[config.mk]
export PLATFORM = sky130hd
export DESIGN_NAME = pingpong_frame_reader_flat
export DESIGN_NICKNAME = d
export VERILOG_FILES = /design/src/rtl/pingpong_frame_reader_if.sv /design/src/rtl/pingpong_frame_reader.sv /design/src/flat_wrapper.sv
export SDC_FILE = /design/constraint.sdc
export NUM_CORES = 1
export LEC_CHECK = 0
export CAP_MARGIN = 20
export CORE_AREA = 2 2 93 95
export CTS_BUF_LIST = sky130_fd_sc_hd__clkbuf_4
export DETAILED_ROUTE_END_ITERATION = 16
export DIE_AREA = 0 0 95 97
export PLACE_DENSITY = 0.81
export SETUP_SLACK_MARGIN = 0.2
export SLEW_MARGIN = 20
export SYNTH_ARGS = -nofsm -noshare
export SYNTH_HDL_FRONTEND = slang
export SYNTH_SLANG_ARGS = --single-unit
[constraint.sdc]
create_clock -name clk -period 3.6 [get_ports clk]
set_input_delay 0.72 -clock clk [delete_from_list [all_inputs] [get_ports clk]]
set_output_delay 0.72 -clock clk [all_outputs]
set_load 0.1 [all_outputs]
[src/rtl/pingpong_frame_reader_if.sv]
// Signal bundle between the ping-pong frame reader, its two BRAM banks and the
// downstream analysis stream. The reader drives through "master"; the environment uses "slave".
interface pingpong_frame_reader_if #(
  parameter int DATA_W = 32,
  parameter int ADDR_W = 12
);
  logic              wr_valid;
  logic              wr_en;
  logic [ADDR_W-1:0] wr_addr;
  logic              switch;
  logic              rd_en;
  logic [ADDR_W-1:0] rd_addr;
  logic [DATA_W-1:0] rd_data;
  logic              out_valid;
  logic              out_ready;
  logic [DATA_W-1:0] out_data;
  logic              out_last;
  logic              frame_done;
  logic              overrun;

  modport master (
    input  wr_valid, rd_data, out_ready,
    output wr_en, wr_addr, switch, rd_en, rd_addr,
           out_valid, out_data, out_last, frame_done, overrun
  );

  modport slave (
    output wr_valid, rd_data, out_ready,
    input  wr_en, wr_addr, switch, rd_en, rd_addr,
           out_valid, out_data, out_last, frame_done, overrun
  );
endinterface

[src/rtl/pingpong_frame_reader.sv]
// Ping-pong ECG buffer controller: addresses the write bank, flips banks on frame
// completion and drains the filled bank through a 2-entry skid FIFO onto a valid/ready stream.
module pingpong_frame_reader #(
  parameter int DATA_W    = 32,
  parameter int ADDR_W    = 12,
  parameter int FRAME_LEN = 4096
) (
  input logic                     clk,
  input logic                     rst,
  pingpong_frame_reader_if.master bus
);

  localparam logic [ADDR_W-1:0] LAST_ADDR = ADDR_W'(FRAME_LEN - 1);

  typedef enum logic [1:0] {IDLE, DRAIN, FLUSH} state_t;

  state_t            state;
  logic [ADDR_W-1:0] wr_addr;
  logic [ADDR_W-1:0] rd_addr;
  logic              switch_q;
  logic              overrun_q;
  logic              frame_done_q;
  logic              rd_pending;
  logic              rd_pending_last;
  logic              head_valid;
  logic              head_last;
  logic [DATA_W-1:0] head_data;
  logic              skid_valid;
  logic              skid_last;
  logic [DATA_W-1:0] skid_data;

  logic              frame_complete;
  logic              pop;
  logic              push;
  logic              rd_en;
  logic [1:0]        level;

  assign frame_complete = bus.wr_valid && (wr_addr == LAST_ADDR);
  assign pop            = head_valid && bus.out_ready;
  assign push           = rd_pending;

  // Entries held or still coming back from the BRAM once this cycle's pop is taken
  // out; keeping this below 2 guarantees the skid FIFO can never overflow.
  assign level = {1'b0, head_valid} + {1'b0, skid_valid} + {1'b0, rd_pending} - {1'b0, pop};
  assign rd_en = (state == DRAIN) && (level < 2'd2);

  assign bus.wr_en      = bus.wr_valid;
  assign bus.wr_addr    = wr_addr;
  assign bus.switch     = switch_q;
  assign bus.rd_en      = rd_en;
  assign bus.rd_addr    = rd_addr;
  assign bus.out_valid  = head_valid;
  assign bus.out_data   = head_data;
  assign bus.out_last   = head_last;
  assign bus.frame_done = frame_done_q;
  assign bus.overrun    = overrun_q;

  always_ff @(posedge clk) begin
    if (rst) begin
      wr_addr <= '0;
    end else if (bus.wr_valid) begin
      wr_addr <= (wr_addr == LAST_ADDR) ? '0 : wr_addr + 1'b1;
    end
  end

  // A completed frame only flips banks when the reader is fully idle; any other
  // state (including the FLUSH->IDLE cycle) loses the new frame and flags overrun.
  always_ff @(posedge clk) begin
    if (rst) begin
      state           <= IDLE;
      switch_q        <= 1'b0;
      overrun_q       <= 1'b0;
      rd_addr         <= '0;
      frame_done_q    <= 1'b0;
      rd_pending      <= 1'b0;
      rd_pending_last <= 1'b0;
    end else begin
      frame_done_q    <= 1'b0;
      rd_pending      <= rd_en;
      rd_pending_last <= rd_en && (rd_addr == LAST_ADDR);
      if (frame_complete && (state != IDLE)) begin
        overrun_q <= 1'b1;
      end
      case (state)
        IDLE: begin
          if (frame_complete) begin
            switch_q <= ~switch_q;
            rd_addr  <= '0;
            state    <= DRAIN;
          end
        end
        DRAIN: begin
          if (rd_en) begin
            if (rd_addr == LAST_ADDR) begin
              rd_addr <= '0;
              state   <= FLUSH;
            end else begin
              rd_addr <= rd_addr + 1'b1;
            end
          end
        end
        FLUSH: begin
          if (!head_valid && !skid_valid && !rd_pending) begin
            state        <= IDLE;
            frame_done_q <= 1'b1;
          end
        end
        default: state <= IDLE;
      endcase
    end
  end

  // Head register is the output stage; skid only fills when the head is stalled.
  always_ff @(posedge clk) begin
    if (rst) begin
      head_valid <= 1'b0;
      head_last  <= 1'b0;
      head_data  <= '0;
      skid_valid <= 1'b0;
      skid_last  <= 1'b0;
      skid_data  <= '0;
    end else if (pop) begin
      if (skid_valid) begin
        head_data  <= skid_data;
        head_last  <= skid_last;
        skid_valid <= push;
        if (push) begin
          skid_data <= bus.rd_data;
          skid_last <= rd_pending_last;
        end
      end else begin
        head_valid <= push;
        if (push) begin
          head_data <= bus.rd_data;
          head_last <= rd_pending_last;
        end
      end
    end else if (push) begin
      if (!head_valid) begin
        head_valid <= 1'b1;
        head_data  <= bus.rd_data;
        head_last  <= rd_pending_last;
      end else begin
        skid_valid <= 1'b1;
        skid_data  <= bus.rd_data;
        skid_last  <= rd_pending_last;
      end
    end
  end

endmodule
[src/flat_wrapper.sv]
// flat-port wrapper written by rule: the top's interface ports become plain ports
module pingpong_frame_reader_flat 
#(
  parameter int DATA_W    = 32,
  parameter int ADDR_W    = 12,
  parameter int FRAME_LEN = 4096
)
  (clk, rst, bus_wr_valid, bus_rd_data, bus_out_ready, bus_wr_en, bus_wr_addr, bus_switch, bus_rd_en, bus_rd_addr, bus_out_valid, bus_out_data, bus_out_last, bus_frame_done, bus_overrun);
  pingpong_frame_reader_if #(.DATA_W(DATA_W), .ADDR_W(ADDR_W)) bus_i ();
  input logic clk;
  input logic rst;
  input wire logic [$bits(bus_i.wr_valid)-1:0] bus_wr_valid;
  input wire logic [$bits(bus_i.rd_data)-1:0] bus_rd_data;
  input wire logic [$bits(bus_i.out_ready)-1:0] bus_out_ready;
  output wire logic [$bits(bus_i.wr_en)-1:0] bus_wr_en;
  output wire logic [$bits(bus_i.wr_addr)-1:0] bus_wr_addr;
  output wire logic [$bits(bus_i.switch)-1:0] bus_switch;
  output wire logic [$bits(bus_i.rd_en)-1:0] bus_rd_en;
  output wire logic [$bits(bus_i.rd_addr)-1:0] bus_rd_addr;
  output wire logic [$bits(bus_i.out_valid)-1:0] bus_out_valid;
  output wire logic [$bits(bus_i.out_data)-1:0] bus_out_data;
  output wire logic [$bits(bus_i.out_last)-1:0] bus_out_last;
  output wire logic [$bits(bus_i.frame_done)-1:0] bus_frame_done;
  output wire logic [$bits(bus_i.overrun)-1:0] bus_overrun;
  assign bus_i.wr_valid = bus_wr_valid;
  assign bus_i.rd_data = bus_rd_data;
  assign bus_i.out_ready = bus_out_ready;
  assign bus_wr_en = bus_i.wr_en;
  assign bus_wr_addr = bus_i.wr_addr;
  assign bus_switch = bus_i.switch;
  assign bus_rd_en = bus_i.rd_en;
  assign bus_rd_addr = bus_i.rd_addr;
  assign bus_out_valid = bus_i.out_valid;
  assign bus_out_data = bus_i.out_data;
  assign bus_out_last = bus_i.out_last;
  assign bus_frame_done = bus_i.frame_done;
  assign bus_overrun = bus_i.overrun;
  pingpong_frame_reader #(.DATA_W(DATA_W), .ADDR_W(ADDR_W), .FRAME_LEN(FRAME_LEN)) u_core (.clk(clk), .rst(rst), .bus(bus_i));
endmodule
==> results.md <==
Pwr:
- VDD sags by at most 0.200 mV.
- The clock network burns 37.1% of the power.
- The internal power contribution is approximately 0.0015 W.
- Registers are responsible for 57.4% of the overall power.
- The combinational share of power is 5.4%.
- The switching power total is just over 0.0004 W.
- The total power per unit cell area is 352 nW/um^2.
- Net switching is a little over a fifth of the power.
- The total leakage power is 2.01 nW.

CTS:
- Clock tree synthesis selected as its root buffer the cell sky130_fd_sc_hd__clkbuf_4.
- The depth of the CTS H-tree is 3.
- The number of buffers on the longest clock path is 2.
- The later pin in the worst-skew pair is clocked with a latency of 0.43 ns.
- The number of buffers inserted by hold repair at cts is 0.
- After clock tree synthesis, the clock-pin slew on the worst setup and hold paths is 0.15 ns.
- The TritonCTS buffer count is 9.
- The CTS tree is yes.
- For this design, the sink count on the clock tree is 99.

Global route:
- The layer with the highest usage is met2.
- In the global route stage, met2 resource usage came out at around a third.
- The total overflow left after global routing is 0.
- Entering global routing, the biggest net connects between 60 and 70 pins.
- The global-route met3 utilization is roughly 3.7%.
- The number of antenna violations at the first check in global routing came to 0.
- The overall track demand over capacity in global routing is 20.4%.
- The first global-routing pass estimated about 15000 microns of wire.
- The via count of the first global-routing pass is ~3400.
- For this run, global-route usage on met1 was measured as 25.6%.

STA:
- Setup repair after global routing left no endpoint under its margin.
- At the pin with the least slew margin, the transition time is 1.00 ns.
- The achievable frequency is 0.297 GHz.
- The final worst clock skew is about 0.017 ns.
- The final-report hold violation count was 0.
- The total negative slack is 0 ns.
- After layout, the minimum clock period comes to 3.36 ns.
- The share of the cycle needed by the critical path after routing is between 90% and 100%.
- The number of max-slew violations in the final report came to 0.
- Setup violations remaining at the end of the flow were counted as 0.
- Headroom to the max-slew limit came out at 33.0%.

Run status:
- The flow ran to the end, and the final reports show no timing, DRC or antenna violations.

Worst setup path:
- Traced cell by cell, the critical path runs through clkdlybuf4s50_1, and2_4, ha_1, inv_1, ha_4, a21oi_4, mux2i_4, buf_12.
- The category of cells accounting for the largest share of critical-path delay is buffers and inverters.
- The worst path required time is 2.88 ns.
- STA puts the critical path data arrival time at around 2.6 ns.
- The delay contributed by the slowest stage of the critical path is 0.45 ns.
- The worst register-to-register path has a depth of 10.
- The worst-path maximum fanout is 3.
- The largest individual stage delay along the critical path comes from the cell sky130_fd_sc_hd__clkdlybuf4s50_1.
- The kind of critical path is in -> out.
- The critical path startpoint category is an input pin.
- The cell depth of the worst setup path is 8.
- The combined buffer and inverter count along the critical path is 3.
- The worst setup path is captured at a primary output.

Yosys:
- The flop and latch count out of synthesis is between 90 and 100.
- For this run, the leading register cell type out of synthesis is sky130_fd_sc_hd__dfxtp_1.
- Sorting the synthesized cells by area gives the leading types as sky130_fd_sc_hd__dfxtp_1 48%, sky130_fd_sc_hd__mux2i_1 8.0%, sky130_fd_sc_hd__nand2_1 7.4%, sky130_fd_sc_hd__a211oi_1 6.2%, sky130_fd_sc_hd__a21oi_1 5.8%.
- The number of enable-type register cells in the synthesized netlist is 0.
- Synthesis handed over a netlist of 479 instances.
- The share of the synthesized area in the top cell type is 48.1%.
- The most numerous cell in the Yosys netlist is sky130_fd_sc_hd__dfxtp_1.
- The mapped netlist covers 4120 sq um.
- The async set-reset flop share out of synthesis is 0%.
- The share of the yosys chip area belonging to registers is 48.1%.
- Yosys printed 0 warnings.
- The number of nets in the synthesized netlist is 519.
- The mean cell area of the mapped netlist is 8.61 sq um.
- Sorting the synthesized cells by how often they occur yields 99 x sky130_fd_sc_hd__dfxtp_1, 81 x sky130_fd_sc_hd__nand2_1, 60 x sky130_fd_sc_hd__nor2_1, 48 x sky130_fd_sc_hd__a21oi_1, 34 x sky130_fd_sc_hd__a211oi_1.
- The post-synthesis cell type with the largest combined area is sky130_fd_sc_hd__dfxtp_1.
- In this run, distinct cell masters in the synthesized netlist total 39.

Min path:
- The min-delay analysis places its worst path in the category reg -> reg.
- The worst hold path passes through 2 cells.

Detailed routing:
- The detail route stage leaves a number of antenna-violating nets equal to 0.
- The post-route DRC violation count is 0.
- In the final routed layout, each cell accounts on average for roughly 14 microns.
- The total number of vias is 3677.
- The detailed router finished its first iteration with 166 violations.
- Dividing the detail-routed via count by the number of cells gives 5.41.
- The number of detailed-routing iterations run before antenna repair is 4.
- For this block, the routed nets add up to 9360 microns of wire.

Die:
- The floorplan step defined a core boundary enclosing roughly 8000 sq um.
- Measured along the x axis, the die boundary spans 95 microns.
- The number of ports placed on the die boundary is 99.
- The floorplan step defined a die boundary enclosing 9220 sq um.
- For this configuration, the core starts out at a cell density of 50.7%.
- The initialized floorplan defines 33 standard-cell rows.
- In this run the vertical extent of the chip is 97 microns.

Placement:
- At the end of routability-driven placement, the weighted congestion stood at 0.846.
- The count of port buffers added during placement is 98.
- In this run the cell area measured after placement is approximately 5200 sq um.
- The wire-length estimate of the detail-placed layout is 6590 microns.

Cells and area:
- After the last flow step, the layout net total stands at 610.
- The finished cells cover between 5000 and 6000 sq um.
- The layout overhead on the synthesized area is 31.8%.
- 0 antenna diodes ended up in the layout.
- After filler insertion, the fill cell instance count of the layout stands at 626.
- The fraction of final layout cells sized beyond drive strength 1 is 7.30%.

Run:
- The max-cap check violation count is 0.
[worst paths after layout]
path	start	endpoint	slack, ns
worst max-delay path	bus_out_ready	bus_rd_en	0.24
worst min-delay path	u_core.skid_data[18]$_SDFFE_PP0P_	u_core.skid_data[18]$_SDFFE_PP0P_	0.46
worst max register to register	u_core.bus.out_valid$_SDFFE_PP0P_	u_core.bus.rd_addr[4]$_SDFFE_PP0P_	0.92
worst min register to register	u_core.skid_data[18]$_SDFFE_PP0P_	u_core.skid_data[18]$_SDFFE_PP0P_	0.46
[flip-flops by register name (all words and copies together), names as in the netlist]
signal and flops:
u_core.skid_valid 1, u_core.bus.wr_addr 12, u_core.bus.out_last 1, u_core.bus.frame_done 1, u_core.rd_pending_last 1, u_core.bus.rd_addr 12, u_core.bus.switch 1, u_core.skid_data 32
u_core.state 2, u_core.bus.overrun 1, u_core.bus.out_data 32, u_core.push 1, u_core.bus.out_valid 1, u_core.skid_last 1
[stage by stage]
stage,std cells,utilization (%),hold WS (ns),setup WS (ns),power [W]
floorplan,479,-,0.432,0.248,0.00117
finish,680,66.8,0.463,0.238,0.00191
global route,680,66.8,0.480,0.195,0.00198
detailed placement,662,64.1,0.446,0.120,0.00123
CTS,679,66.5,0.464,0.207,0.00193
global placement,662,64.1,0.439,0.142,0.00123
[cell usage in the layout, fill, tap and decap left out, types with 5 or more instances in the layout]
cell type | synthesis | layout
sky130_fd_sc_hd__a211oi_1 | 34 | 34
sky130_fd_sc_hd__a21oi_1 | 48 | 46
sky130_fd_sc_hd__buf_4 | 1 | 13
sky130_fd_sc_hd__clkbuf_4 | 0 | 10
sky130_fd_sc_hd__clkdlybuf4s50_1 | 0 | 95
sky130_fd_sc_hd__dfxtp_1 | 99 | 98
sky130_fd_sc_hd__inv_1 | 5 | 5
sky130_fd_sc_hd__mux2i_1 | 33 | 33
sky130_fd_sc_hd__nand2_1 | 81 | 80
sky130_fd_sc_hd__nand3_1 | 12 | 12
sky130_fd_sc_hd__nand4_1 | 7 | 7
sky130_fd_sc_hd__nor2_1 | 60 | 60
sky130_fd_sc_hd__nor3_1 | 6 | 6
sky130_fd_sc_hd__o21ai_0 | 5 | 5
sky130_fd_sc_hd__xnor2_1 | 5 | 5
sky130_fd_sc_hd__xor2_1 | 8 | 8
[worst min-delay path, stage by stage, from the launching register on]
cell	delay, ns
sky130_fd_sc_hd__dfxtp_1	0.34
sky130_fd_sc_hd__nand2_1	0.05
sky130_fd_sc_hd__a21oi_1	0.05
[cells by family (layout without fill, tap and decap cells)]
logic type                 Yosys count  in the layout  synth area share [%]
and+or+nand+nor                    196            196                  21.3
DFF                                 99             99                  48.1
AOI/OAI and AO/OA                   97             97                  14.4
muxes                               35             35                  8.83
buffers and inverters               35            131                  3.40
xor gates and xnor gates            13             13                  2.76
adders and majority gates            4              4                  1.21
[power by group through the flow]
| stage | logic, W | clock network [W] | registers [W] |
|---|---|---|---|
| floorplan | 0.0000363 | 0 | 0.00114 |
| global placement | 0.000102 | 0 | 0.00112 |
| detailed placement | 0.000104 | 0 | 0.00112 |
| CTS | 0.000104 | 0.000727 | 0.00110 |
| global route | 0.000111 | 0.000767 | 0.00110 |
| finish | 0.000104 | 0.000710 | 0.00110 |
[per-layer routing]
| metal | vias to the layer above | share of wire [%] |
|---|---|---|
| met3 | 14 | 5.2 |
| met4 | 0 | 1.3 |
| met5 | - | 0 |
| li1 | 1845 | - |
| met1 | 1713 | 44 |
| met2 | 105 | 49 |
[layout make-up]
cell class	count	area, sq um	area share (%)
clock buffers	10	75.1	1.38
multi-input cells	345	2040	37.6
inverters	5	18.8	0.345
flip-flops and latches	99	1980	36.5
clock inverters	6	111	2.05
well taps	105	131	2.42
repair buffers	110	1070	19.8
[repair_timing]
item                                    4_1_cts  5_1_grt
gates resized for setup                       1        2
buffers inserted                              1        1
gates cloned                                  0        0
pin swaps                                     0        1
endpoints found under the setup margin        1        1
(Power assumes the default switching activity.)
